[src/rtl/sipo_shift_controller.sv]
// Framed serial-in/parallel-out sequencer: start strobe, WIDTH bits MSB-first,
// optional even-parity bit, then the word is held on a valid/ready handshake.
module sipo_shift_controller #(
    parameter int WIDTH     = 3,
    parameter int PARITY_EN = 1
) (
    input  logic             clk,
    input  logic             clear,
    input  logic             start,
    input  logic             si,
    output logic             busy,
    output logic             shift_en,
    output logic [WIDTH-1:0] po,
    output logic             po_valid,
    input  logic             po_ready,
    output logic             parity_err,
    output logic             overrun
);

    localparam int CW = $clog2(WIDTH) + 1;

    typedef enum logic [1:0] {
        IDLE   = 2'd0,
        SHIFT  = 2'd1,
        PARITY = 2'd2,
        HOLD   = 2'd3
    } state_t;

    state_t           state_r;
    logic [CW-1:0]    bit_cnt_r;
    logic [WIDTH-1:0] sreg_r;
    logic [WIDTH-1:0] po_r;
    logic             parity_err_r;
    logic             overrun_r;

    function automatic logic even_parity(input logic [WIDTH-1:0] v);
        return ^v;
    endfunction

    // Frame sequencer: state, shift register, held word and status flags
    always_ff @(posedge clk or posedge clear) begin
        if (clear) begin
            state_r      <= IDLE;
            bit_cnt_r    <= '0;
            sreg_r       <= '0;
            po_r         <= '0;
            parity_err_r <= 1'b0;
            overrun_r    <= 1'b0;
        end else begin
            overrun_r <= 1'b0;
            case (state_r)
                IDLE: begin
                    if (start) begin
                        state_r   <= SHIFT;
                        bit_cnt_r <= '0;
                    end else begin
                        state_r <= IDLE;
                    end
                end
                SHIFT: begin
                    sreg_r    <= {sreg_r[WIDTH-2:0], si};
                    bit_cnt_r <= bit_cnt_r + CW'(1);
                    if (bit_cnt_r == CW'(WIDTH - 1)) begin
                        if (PARITY_EN != 0) begin
                            state_r <= PARITY;
                        end else begin
                            // No parity phase: the word goes straight to HOLD
                            state_r      <= HOLD;
                            po_r         <= {sreg_r[WIDTH-2:0], si};
                            parity_err_r <= 1'b0;
                        end
                    end else begin
                        state_r <= SHIFT;
                    end
                end
                PARITY: begin
                    parity_err_r <= even_parity(sreg_r) ^ si;
                    po_r         <= sreg_r;
                    state_r      <= HOLD;
                end
                HOLD: begin
                    if (po_ready) begin
                        if (start) begin
                            state_r   <= SHIFT;
                            bit_cnt_r <= '0;
                        end else begin
                            state_r <= IDLE;
                        end
                    end else if (start) begin
                        // Consumer has not taken the held word; drop the request
                        overrun_r <= 1'b1;
                        state_r   <= HOLD;
                    end else begin
                        state_r <= HOLD;
                    end
                end
                default: begin
                    state_r <= IDLE;
                end
            endcase
        end
    end

    assign busy       = (state_r == SHIFT) || (state_r == PARITY);
    assign shift_en   = (state_r == SHIFT);
    assign po_valid   = (state_r == HOLD);
    assign po         = po_r;
    assign parity_err = parity_err_r;
    assign overrun    = overrun_r;

endmodule

[config.mk]
export PLATFORM = sky130hd
export DESIGN_NAME = sipo_shift_controller
export DESIGN_NICKNAME = d
export VERILOG_FILES = /design/src/rtl/sipo_shift_controller.sv
export SDC_FILE = /design/constraint.sdc
export NUM_CORES = 1
export LEC_CHECK = 0
export CAP_MARGIN = 20
export CORE_MARGIN = 4
export CORE_UTILIZATION = 49
export DETAILED_ROUTE_END_ITERATION = 6
export GPL_TIMING_DRIVEN = 0
export PLACE_DENSITY = 0.76
export SYNTH_ARGS = -nofsm -noshare
export SYNTH_HDL_FRONTEND = slang
export SYNTH_SLANG_ARGS = --single-unit
[constraint.sdc]
create_clock -name clk -period 1.6 [get_ports clk]
set_input_delay 0.32 -clock clk [delete_from_list [all_inputs] [get_ports clk]]
set_output_delay 0.32 -clock clk [all_outputs]
set_load 0.05 [all_outputs]
# Word level (Yosys, flattened, before mapping)
# Index checks and enable logic that the tools add are counted.
# totals
in_bits	5
reg_bits	13
elab_cells	28
# classes
bitwise	1
n_eq_ne	5
addsub	1
muxes	10
reduce_logical	5
# ops
op	count
case mux 3 bit (3 select lines)	1
case mux 2 bit (4 select lines)	1
two-way mux 3 bit	2
== test 2 bit, second input constant	2
two-way mux 1 bit	4
two-way mux 2 bit	2
adder 3 x 1 -> 3 bit, second input constant	1
== test 3 x 2 -> 1 bit, second input constant	1
nonzero test 3 bit	1
XOR reduction 3 bit	1
== test 2 x 1 -> 1 bit, second input constant	1
logical NOT 2 bit	1
!= test 2 x 1 -> 1 bit, second input constant	1
AND reduction 2 bit	1
logical OR 1 bit	1
XOR 1 bit	1

# Logic depth before layout (Yosys ltp)
# Gate-level depths: netlist (run 1).
# depth
ltp_word	3
depth_mapped	5
depth_no_buf	5

# Least setup slack after synthesis (run 1)
# No wires, ideal clock.
# synth_timing
path_type	register to register
from	reg state_r[0]
to	reg bit_cnt_r[1]
path_buffers	0
arrival_ns	1.539
path_stages_with_launch	5
slack_ns	-0.067
setup_time_ns	0.128
cell_sequence	dfrtp_1 -> ha_1 -> nor2b_4 -> nor3_2 -> mux2_1
# synth_via
elab_chain_len	3
# synth_lines
element	line_no	source
start, declared	29	state_t state_r;
start signal, assigned	43	state_r <= IDLE;
start signal, assigned	54	state_r <= SHIFT;
start signal, assigned	57	state_r <= IDLE;
== test 2 bit *	n/a	
via po_valid	14	output logic po_valid,
!= test 2 x 1 -> 1 bit (no line) or nonzero test 3 bit (tied branches)	n/a	
AND reduction 2 bit (no line)	n/a	
end signal, assigned	62	bit_cnt_r <= bit_cnt_r + CW'(1);
end, declared	30	logic [CW-1:0] bit_cnt_r;
# Mark *: on every way through the listed nets, which the timed path passes. The rest lies on a longest branch.
# A chain may end at the register's enable or synchronous reset.

# Worst setup path in the final report (run 1)
# layout_timing
from	reg state_r[0]
to	out busy
# layout_via
elab_chain_len	2
# layout_lines
element	line_no	source
== test 2 x 1 -> 1 bit or == test 2 bit (tied branches)	104	assign busy = (state_r == SHIFT) || (state_r == PARITY);
logical OR 1 bit *	104	
end, declared	11	output logic busy,
# Mark *: on every way between the ends. The rest lies on a longest branch, timed or not.

==> results of run 1 <==
## sequential cells by signal (all words and copies together), names as in the netlist
register	cells
bit_cnt_r	3
overrun	1
parity_err	1
po	3
sreg_r	3
state_r	2
## layout make-up
class,instances,area [µm²]
Sequential cell,13,325
Clock buffer,4,26.3
Multi-Input combinational cell,39,355
Buffer,1,3.75
Fill cell,100,433
Tap cell,15,18.8
Inverter,6,25.0
Timing Repair Buffer,14,130
## report_power, final
group / total, µW / internal, µW / switching, µW
sequential: 559 / 467 / 92.3
combinational: 1110 / 479 / 633
clock: 198 / 96.9 / 101
total: 1870 / 1040 / 826
## worst min-delay path by stage
| stage | endpoint |
|---|---|
| 6_report | po[1]$_DFFE_PP0N_ |
| 5_1_grt | sreg_r[2]$_DFFE_PP0N_ |
| 3_5_place_dp | po[1]$_DFFE_PP0N_ |
| 2_1_floorplan | bit_cnt_r[0]$_DFFE_PP0P_ |
| 3_3_place_gp | po[1]$_DFFE_PP0N_ |
| 4_1_cts | sreg_r[2]$_DFFE_PP0N_ |
## worst reg2reg max path, cell delays in order (launching register included)
cell and delay (ns):
dfrtp_1 0.39, buf_4 0.13, ha_2 0.19, nor2b_4 0.14, nor3_2 0.24, mux2_1 0.35
## cell usage after synthesis (all sizes together)
cell / instances
dfrtp: 13
and2: 1
mux2: 7
nand2: 1
nor3: 1
nor2: 3
nand2b: 2
o21ai: 1
a311oi: 1
inv: 6
nor2b: 2
xnor2: 3
ha: 8
clkbuf: 1
a221oi: 1
or3: 1
or2: 1
a21oi: 2
mux2i: 1
o41ai: 1
nand3: 1
and2b: 1
## per-stage QoR
stage                     cells  TNS (ns)  total power [µW]  area, µm²
after global routing         92   -0.0186              2020        885
after global placement       86    -0.732              1620        841
after floorplan              59         0              1380        702
after detailed placement     86    -0.822              1640        841
after CTS                    91         0              1860        871
final                        92         0              1870        885
## layer usage
metal / up-vias / wire [µm] / share of wire (%) / GRT usage (%)
met5: - / 0 / 0 / 0
met4: 0 / 14 / 1.3 / 3.41
met3: 3 / 81 / 7.3 / 7.51
met2: 9 / 524 / 47 / 21.4
met1: 214 / 485 / 44 / 17.0
li1: 235 / - / - / -
## cell families (layout without fill, tap and decap cells)
| logic type | Yosys count | in the layout | share of synthesized area, % |
|---|---|---|---|
| multiplexers | 8 | 8 | 12.7 |
| adder cells (fa/ha/maj) | 8 | 8 | 14.3 |
| XOR/XNOR | 3 | 3 | 3.76 |
| AO/OA/AOI/OAI | 6 | 6 | 5.90 |
| buffers and inverters | 7 | 25 | 3.76 |
| flip-flops | 13 | 13 | 46.5 |
| AND/OR/NAND/NOR | 14 | 14 | 13.1 |
## timing repair
| item | CTS | global route |
|---|---|---|
| gates resized for setup | 27 | 3 |
| endpoints found under the setup margin | 8 | 8 |
| gates cloned | 0 | 0 |
| buffers inserted | 1 | 1 |
==> run_results.csv, run 1 <==
group,metric,value,unit
route,vias,461,
power,irDropWorstVdd,0.00102,V
min_path,hold_path_class,"input pin to async pin",
clocking,htree_levels,1,
power,powerDensity,2110,nW/µm²
setup_path,path_max_fanout,3,
route,dr.first_iter.drc_count,2,
setup_path,timing.critical_path.from,"state_r[0]$_DFF_PP0_",
cells_and_area,final_common_cell,"dfrtp_1",
logic_synthesis,synth_cell_types,25,
setup_path,crit_chain,"buf_6, inv_4, ha_1, buf_6",
setup_path,r2r_start,"state_r[0]$_DFF_PP0_",
clocking,clk_latency,0.28,ns
setup_path,path_common_cell,"buf_6",
logic_synthesis,yosysSeqAreaShare,46.5,%
sta,min_period_over_period,97.4,%
logic_synthesis,synth_top_cell_area_share,46.5,%
placement,port_buffers,12,
sta,fmax,642,MHz
sta,timing_worst_slew_pin_value,0.494,ns
die,rows,13,
setup_path,crit_type,"flip-flop to output pin",
logic_synthesis,synth_area,699,µm²
sta,slew_violations,0,
setup_path,r2r_end,"bit_cnt_r[1]$_DFFE_PP0P_",
die,ios,13,
logic_synthesis,yosysWarnings,0,
run_status,status,"finished clean",
placement,place_hpwl,873,µm
setup_path,cp-end-kind,"output pin",
route,detail_route.vias_per_cell,5.01,
cells_and_area,antennaDiodeCount,0,
global_route,antenna_found_initial,0,
clocking,cts_buffer_depth,2,
die,start_util,53.1,%
cells_and_area,most-common-layout-cells,"dfrtp_1 (13), mux2_2 (6), ha_1 (5), dlygate4sd2_1 (5)",
route,wl_per_cell,12.0,µm
route,antenna_left,0,
placement,dp_slack,-0.336,ns
logic_synthesis,synth-seq-cells,13,
cells_and_area,drive_gt1_share,29.9,%
die,die_x,45.8,µm
setup_path,startpoint_type,"flip-flop",
global_route,grt_pass1_wl,2010,µm
setup_path,cpPeakStageDelay,0.36,ns
sta,fin_ws,0.0421,ns
sta,fin_skew,0.000596,ns
setup_path,path_depth,4,
sta,setup_viol,0,
clocking,cts_tree,"built",
logic_synthesis,synthCells,59,
run,drv_cap,0,
logic_synthesis,synth_largest_area_cell,"dfrtp_1",
placement,gp_congestion,0.769,
cells_and_area,layout.nets,91,
clocking,numCtsBuffers,3,
global_route,grt_use_total,13.9,%
clocking,root_buffer,"clkbuf_4",
sta,whs,0.342,ns
setup_path,cp_slowest_cell,"dfrtp_1",
sta,hold_violations,0,
setup_path,worstPathArrival,1.24,ns
setup_path,worstPathRequired,1.28,ns
setup_path,crit_end,"busy",
sta,rsz0062_at_grt,"true",
route,first_pass_iters,2,
global_route,first_global_vias,480,
setup_path,rr_worst_depth,5,
global_route,grt_overflow,0,
sta,min_period,1.56,ns
clocking,ctsHoldBuffers,0,
clocking,cts_sinks,13,
die,die_area,2100,µm²
global_route,grt_max_degree,14,
route,drc,0,
cells_and_area,area_growth,26.5,%
die,core_area,1320,µm²
cells_and_area,fin_util,67.1,%
die,fp.dieH,45.8,µm
clocking,clk_pin_slew,0.07,ns
logic_synthesis,syn_area_per_cell,11.9,µm²
logic_synthesis,synth_nets,72,
power,leakage,0.000425,µW
sta,slew_headroom,67.2,%
setup_path,path_delay_family,"flip-flops",
setup_path,ff2ff_setup_slack,0.05,ns
route,wirelength,1110,µm
logic_synthesis,synth.area.top_cells,"dfrtp_1 (47%), ha_1 (14%), mux2_2 (9.7%), xnor2_1 (3.8%), inv_1 (3.2%)",
setup_path,worst-path-buf-inv,3,
Power figures use the tool's default switching activity.
==> inputs of run 2 (changes only) <==
- CORE_MARGIN: 4 -> 2
==> run_results.csv, run 2 (synthesis gave the netlist of run 1 again) <==
group,metric,value,unit
setup_path,r2r_end,"po[1]$_DFFE_PP0N_",
route,dr.first_iter.drc_count,0,
placement,gp_congestion,0.708,
global_route,grt_overflow,0,
route,vias,457,
setup_path,timing.critical_path.from,"state_r[0]$_DFF_PP0_",
sta,fin_ws,0.0756,ns
clocking,ctsHoldBuffers,0,
sta,hold_violations,0,
run_status,status,"finished clean",
sta,slew_violations,0,
clocking,cts_buffer_depth,2,
setup_path,ff2ff_setup_slack,0.08,ns
clocking,htree_levels,1,
setup_path,worstPathRequired,1.28,ns
global_route,grt_use_total,15.4,%
setup_path,rr_worst_depth,5,
run,drv_cap,0,
power,switching_share,44.0,%
placement,port_buffers,12,
clocking,clk_pin_slew,0.07,ns
placement,dp_slack,-0.343,ns
cells_and_area,final_area,913,µm²
sta,setup-tns-final,0,ns
power,p_comb_share,60.9,%
sta,min_period,1.52,ns
route,drc,0,
power,p_total,1930,µW
route,antenna_left,0,
global_route,grt_pass1_wl,2020,µm
global_route,antenna_found_initial,0,
die,core_area,1320,µm²
die,ios,13,
die,fp.dieH,41.8,µm
die,start_util,53.1,%
cells_and_area,antennaDiodeCount,0,
route,wl_per_cell,11.8,µm
global_route,grt_max_degree,14,
sta,min_period_over_period,95.3,%
cells_and_area,final_common_cell,"dfrtp_1",
die,rows,13,
clocking,numCtsBuffers,3,
placement,dpl_cell_area,841,µm²
sta,setup_viol,0,
clocking,clk_latency,0.27,ns
die,die_x,41.8,µm
setup_path,startpoint_type,"flip-flop",
route,wirelength,1090,µm
power,p_int,1080,µW
setup_path,worstPathArrival,1.20,ns
setup_path,cp-end-kind,"output pin",
clocking,root_buffer,"clkbuf_4",
sta,timing_worst_slew_pin_value,0.494,ns
cells_and_area,drive_gt1_share,31.2,%
sta,whs,0.347,ns
route,detail_route.vias_per_cell,4.97,
setup_path,path_max_fanout,3,
sta,slew_headroom,67.2,%
setup_path,r2r_start,"state_r[0]$_DFF_PP0_",
cells_and_area,area_growth,30.6,%
power,pwr-share-clk,10.1,%
placement,place_hpwl,819,µm
power,powerDensity,2120,nW/µm²
die,die_area,1750,µm²
min_path,hold_path_class,"input pin to async pin",
setup_path,crit_end,"busy",
clocking,cts_sinks,13,
cells_and_area,layout.nets,91,
clocking,cts_tree,"built",
sta,rsz0062_at_grt,"false",
sta,fin_skew,0.00517,ns
route,first_pass_iters,1,
power,leakage,0.000429,µW
power,p_switching,849,µW
setup_path,crit_type,"flip-flop to output pin",
global_route,first_global_vias,481,
cells_and_area,most-common-layout-cells,"dfrtp_1 (13), mux2_2 (6), dlygate4sd2_1 (5)",
power,irDropWorstVdd,0.00114,V
power,p_seq_share,28.9,%
sta,fmax,656,MHz
run 2: cell types whose count changed in the layout (fill, tap and decap cells not counted):
cell / delta
nor3_4: +1
ha_1: -1
nor3_2: -1
ha_4: +2
ha_2: -1
run 2: final cells by class:
class	count	area, µm²
timing repair buffer	14	130
fill	107	404
clock buffer	4	26.3
tap	15	18.8
sequential	13	325
buffer	1	3.75
inverter	6	25.0
multi-input combinational	39	384
run 2: power by group through the flow:
stage	clock [µW]	combinational (µW)	sequential, µW
after global routing	221	1280	583
after global placement	0	1050	570
after floorplan	0	649	728
after detailed placement	0	1060	580
final	195	1180	559
after CTS	206	1090	561
run 2: critical path, cell delays in order (launching register included):
cell	delay [ns]
dfrtp_1	0.39
buf_6	0.14
inv_4	0.06
ha_4	0.20
buf_6	0.14
run 2: timing repair:
| action | 4_1_cts | 5_1_grt |
|---|---|---|
| resized for setup | 27 | 6 |
| gates cloned | 0 | 0 |
| buffers inserted | 1 | 1 |
| setup endpoints to repair | 8 | 6 |
run 2: metal layers:
| layer | vias up | global-route usage, % | share of wire (%) |
|---|---|---|---|
| met4 | 0 | 3.87 | 0 |
| met3 | 0 | 7.83 | 5.7 |
| met1 | 214 | 18.9 | 43 |
| li1 | 234 | - | - |
| met2 | 9 | 24.1 | 51 |
| met5 | - | 0 | 0 |
run 2: how the worst min path moves through the flow:
stage                      start  cells past startpoint                        to
2_1_floorplan              clear                      1  bit_cnt_r[0]$_DFFE_PP0P_
3_5_place_dp   po[1]$_DFFE_PP0N_                      1         po[1]$_DFFE_PP0N_
6_report                   clear                      2    parity_err$_DFFE_PP0N_
5_1_grt                    clear                      2     sreg_r[2]$_DFFE_PP0N_
3_3_place_gp   po[1]$_DFFE_PP0N_                      1         po[1]$_DFFE_PP0N_
4_1_cts                    clear                      2    parity_err$_DFFE_PP0N_
run 2: per-stage QoR:
step,std cells,utilization [%]
after floorplan,59,-
after global placement,86,63.8
after detailed placement,86,63.8
after CTS,91,66.1
after global routing,92,69.3
final,92,69.3
==> RTL change (settings of run 1) <==
Re-encode `state_t` (4 states) as Gray code, 2 bits wide.
--- a/src/rtl/sipo_shift_controller.sv
+++ b/src/rtl/sipo_shift_controller.sv
@@ -20,10 +20,10 @@
     localparam int CW = $clog2(WIDTH) + 1;
 
     typedef enum logic [1:0] {
-        IDLE   = 2'd0,
-        SHIFT  = 2'd1,
-        PARITY = 2'd2,
-        HOLD   = 2'd3
+        IDLE   = 2'b00,
+        SHIFT  = 2'b01,
+        PARITY = 2'b11,
+        HOLD   = 2'b10
     } state_t;
 
     state_t           state_r;
Check against the original RTL: no difference found for any inputs over 10 cycles, from zero or initial values; not proved beyond that.
==> RTL change against run 1 <==
- critical path type unchanged
- wire length down 15%
- critical endpoint is now shift_en
- area after synthesis shrank 16%
- setup slack improved by 0.027 ns
- design area down 17%
- count of clock-buffer cells in the layout unchanged
- largest cell class is now sequential cells
- maximum frequency is 1.7% higher
- sequential cell count did not move
Power is left out: the tool's default activity adds up to more than one toggle a clock period on the data nets, which glitch-free logic cannot reach.
==> RTL change: results (changes against run 1) <==
{| class="wikitable"
! Metric !! Value
|-
| Net count of the mapped netlist || 55 (-24%)
|-
| NumNets Final || 72 (-21%)
|-
| First-pass iteration count of the detailed router || 4 (+2)
|-
| Arrival time at the worst endpoint || 1.21 ns (-0.03 ns)
|-
| Commonest cells in the netlist || 13 x sky130_fd_sc_hd__dfrtp_1, 6 x sky130_fd_sc_hd__mux2_2, 5 x sky130_fd_sc_hd__inv_1
|-
| Share of synthesized flip-flops with an asynchronous set or reset || 1.00 (unchanged)
|-
| Inserted Diodes || 0 (unchanged)
|-
| Drt wl/cell || 12.0 um (+0.14%)
|-
| Maximum clock path buffer count || 2 (unchanged)
|-
| TritonCTS buffer count || 3 (unchanged)
|-
| Yosys Warn Count || 0 (unchanged)
|-
| Synth cell types || 18 (-28%)
|-
| Antenna violations before repair || 0 (unchanged)
|-
| Total GRT Usage || 0.115 (-0.0239)
|-
| Count of cells resized by post-cts repair || 19 (-30%)
|-
| Type of the most critical hold path || in2async
|-
| Initial DRC count || 1 (-1)
|-
| # port buffers || 12 (unchanged)
|-
| Layout cells sized above 1 || 0.234 (-0.0643)
|-
| Setup clock skew after layout || 0.00356 ns (+0.00297 ns)
|-
| Cell chosen for the clock root || sky130_fd_sc_hd__clkbuf_4
|-
| Clock Latency Late Sink || 0.27 ns
|-
| Post-DP HPWL || 716 um (-18%)
|-
| Transition time of the tightest slew-check pin || 0.484 ns (-0.00996 ns)
|-
| Total Neg Setup Slack || 0 ns (unchanged)
|-
| Hold slack || 0.385 ns (+0.0421 ns)
|-
| Placed Area || 722 um^2 (-14%)
|-
| Share of the synthesized area in the top cell type || 0.557 (+0.0916)
|-
| Pin count of the biggest net entering global routing || 14 (unchanged)
|-
| Vias per cell || 4.68 (-6.6%)
|-
| Global-route wire length before repair || 1590 um (-21%)
|-
| Slack of the worst reg-to-reg path || 0.41 ns (+0.36 ns)
|-
| Clock transition at the register clock pins on the worst setup and hold paths after CTS || 0.08 ns
|-
| Vias in the first global route || 373 (-22%)
|-
| Minimum clock period || 1.53 ns (-0.0267 ns)
|-
| Gpl congestion || 0.691 (-10%)
|-
| H-tree lvl count || 1 (unchanged)
|-
| DP Worst Slack || -0.240 ns (+0.0963 ns)
|-
| Ranking of synthesized cells by area || sky130_fd_sc_hd__dfrtp_1 56%, sky130_fd_sc_hd__mux2_2 12%, sky130_fd_sc_hd__xnor2_1 4.5%
|-
| Outcome || finished clean
|-
| Critical path peak fanout || 7 (+4)
|-
| Flip-flop cell with the highest count after synthesis || sky130_fd_sc_hd__dfrtp_1
|-
| Number of post-CTS setup repair buffers || 0 (-1)
|-
| Fraction of the yosys area taken by sequential cells || 0.557 (+0.0916)
|}
==> RTL change: logic make-up (layout without fill, tap and decap cells) <==
family | count (synthesis) | after routing | synth area share
flip-flops | 13 | 13 | 0.557
AND/OR/NAND/NOR | 10 | 10 | 0.111
AO/OA/AOI/OAI | 7 | 7 | 0.0707
buffers and inverters | 7 | 23 | 0.0578
multiplexers | 6 | 6 | 0.116
XOR/XNOR | 3 | 3 | 0.0450
adder cells (fa/ha/maj) | 2 | 2 | 0.0428
==> RTL change: worst paths after layout <==
check / start / endpoint / depth (start not counted)
worst max-delay path: state_r[0] / shift_en / 3
worst min-delay path: clear / overrun / 2
worst max register to register: state_r[0] / sreg_r[0] / 3
worst min register to register: parity_err / parity_err / 2
max in group asynchronous: clear / po[0] / 2
min in group clk: parity_err / parity_err / 2
==> RTL change: per-layer routing <==
| metal | wire [um] | share of wire | vias up | GRT usage |
|---|---|---|---|---|
| li1 | - | - | 189 | - |
| met1 | 416 | 0.44 | 165 | 0.141 |
| met2 | 461 | 0.49 | 9 | 0.198 |
| met3 | 50 | 0.053 | 2 | 0.0258 |
| met4 | 9 | 0.0096 | 0 | 0.0373 |
| met5 | 0 | 0 | - | 0 |
==> RTL change: cell type report <==
cell class,count,area [um^2]
Multi-Input combinational cell,28,225
Sequential cell,13,325
Clock buffer,4,26.3
Inverter,5,18.8
Tap cell,14,17.5
Fill cell,87,375
Timing Repair Buffer,12,108
Buffer,2,15.0
==> RTL change: per-stage QoR <==
step / util / instances
after global routing: 0.662 / 78
final: 0.662 / 78
after global placement: 0.650 / 74
after detailed placement: 0.650 / 74
after CTS: 0.662 / 78
after floorplan: - / 48
==> RTL change: worst max-delay path, stage by stage (launching register included) <==
cell	delay, ns
sky130_fd_sc_hd__dfrtp_1	0.44
sky130_fd_sc_hd__nor2b_4	0.18
sky130_fd_sc_hd__buf_6	0.13
sky130_fd_sc_hd__buf_4	0.19
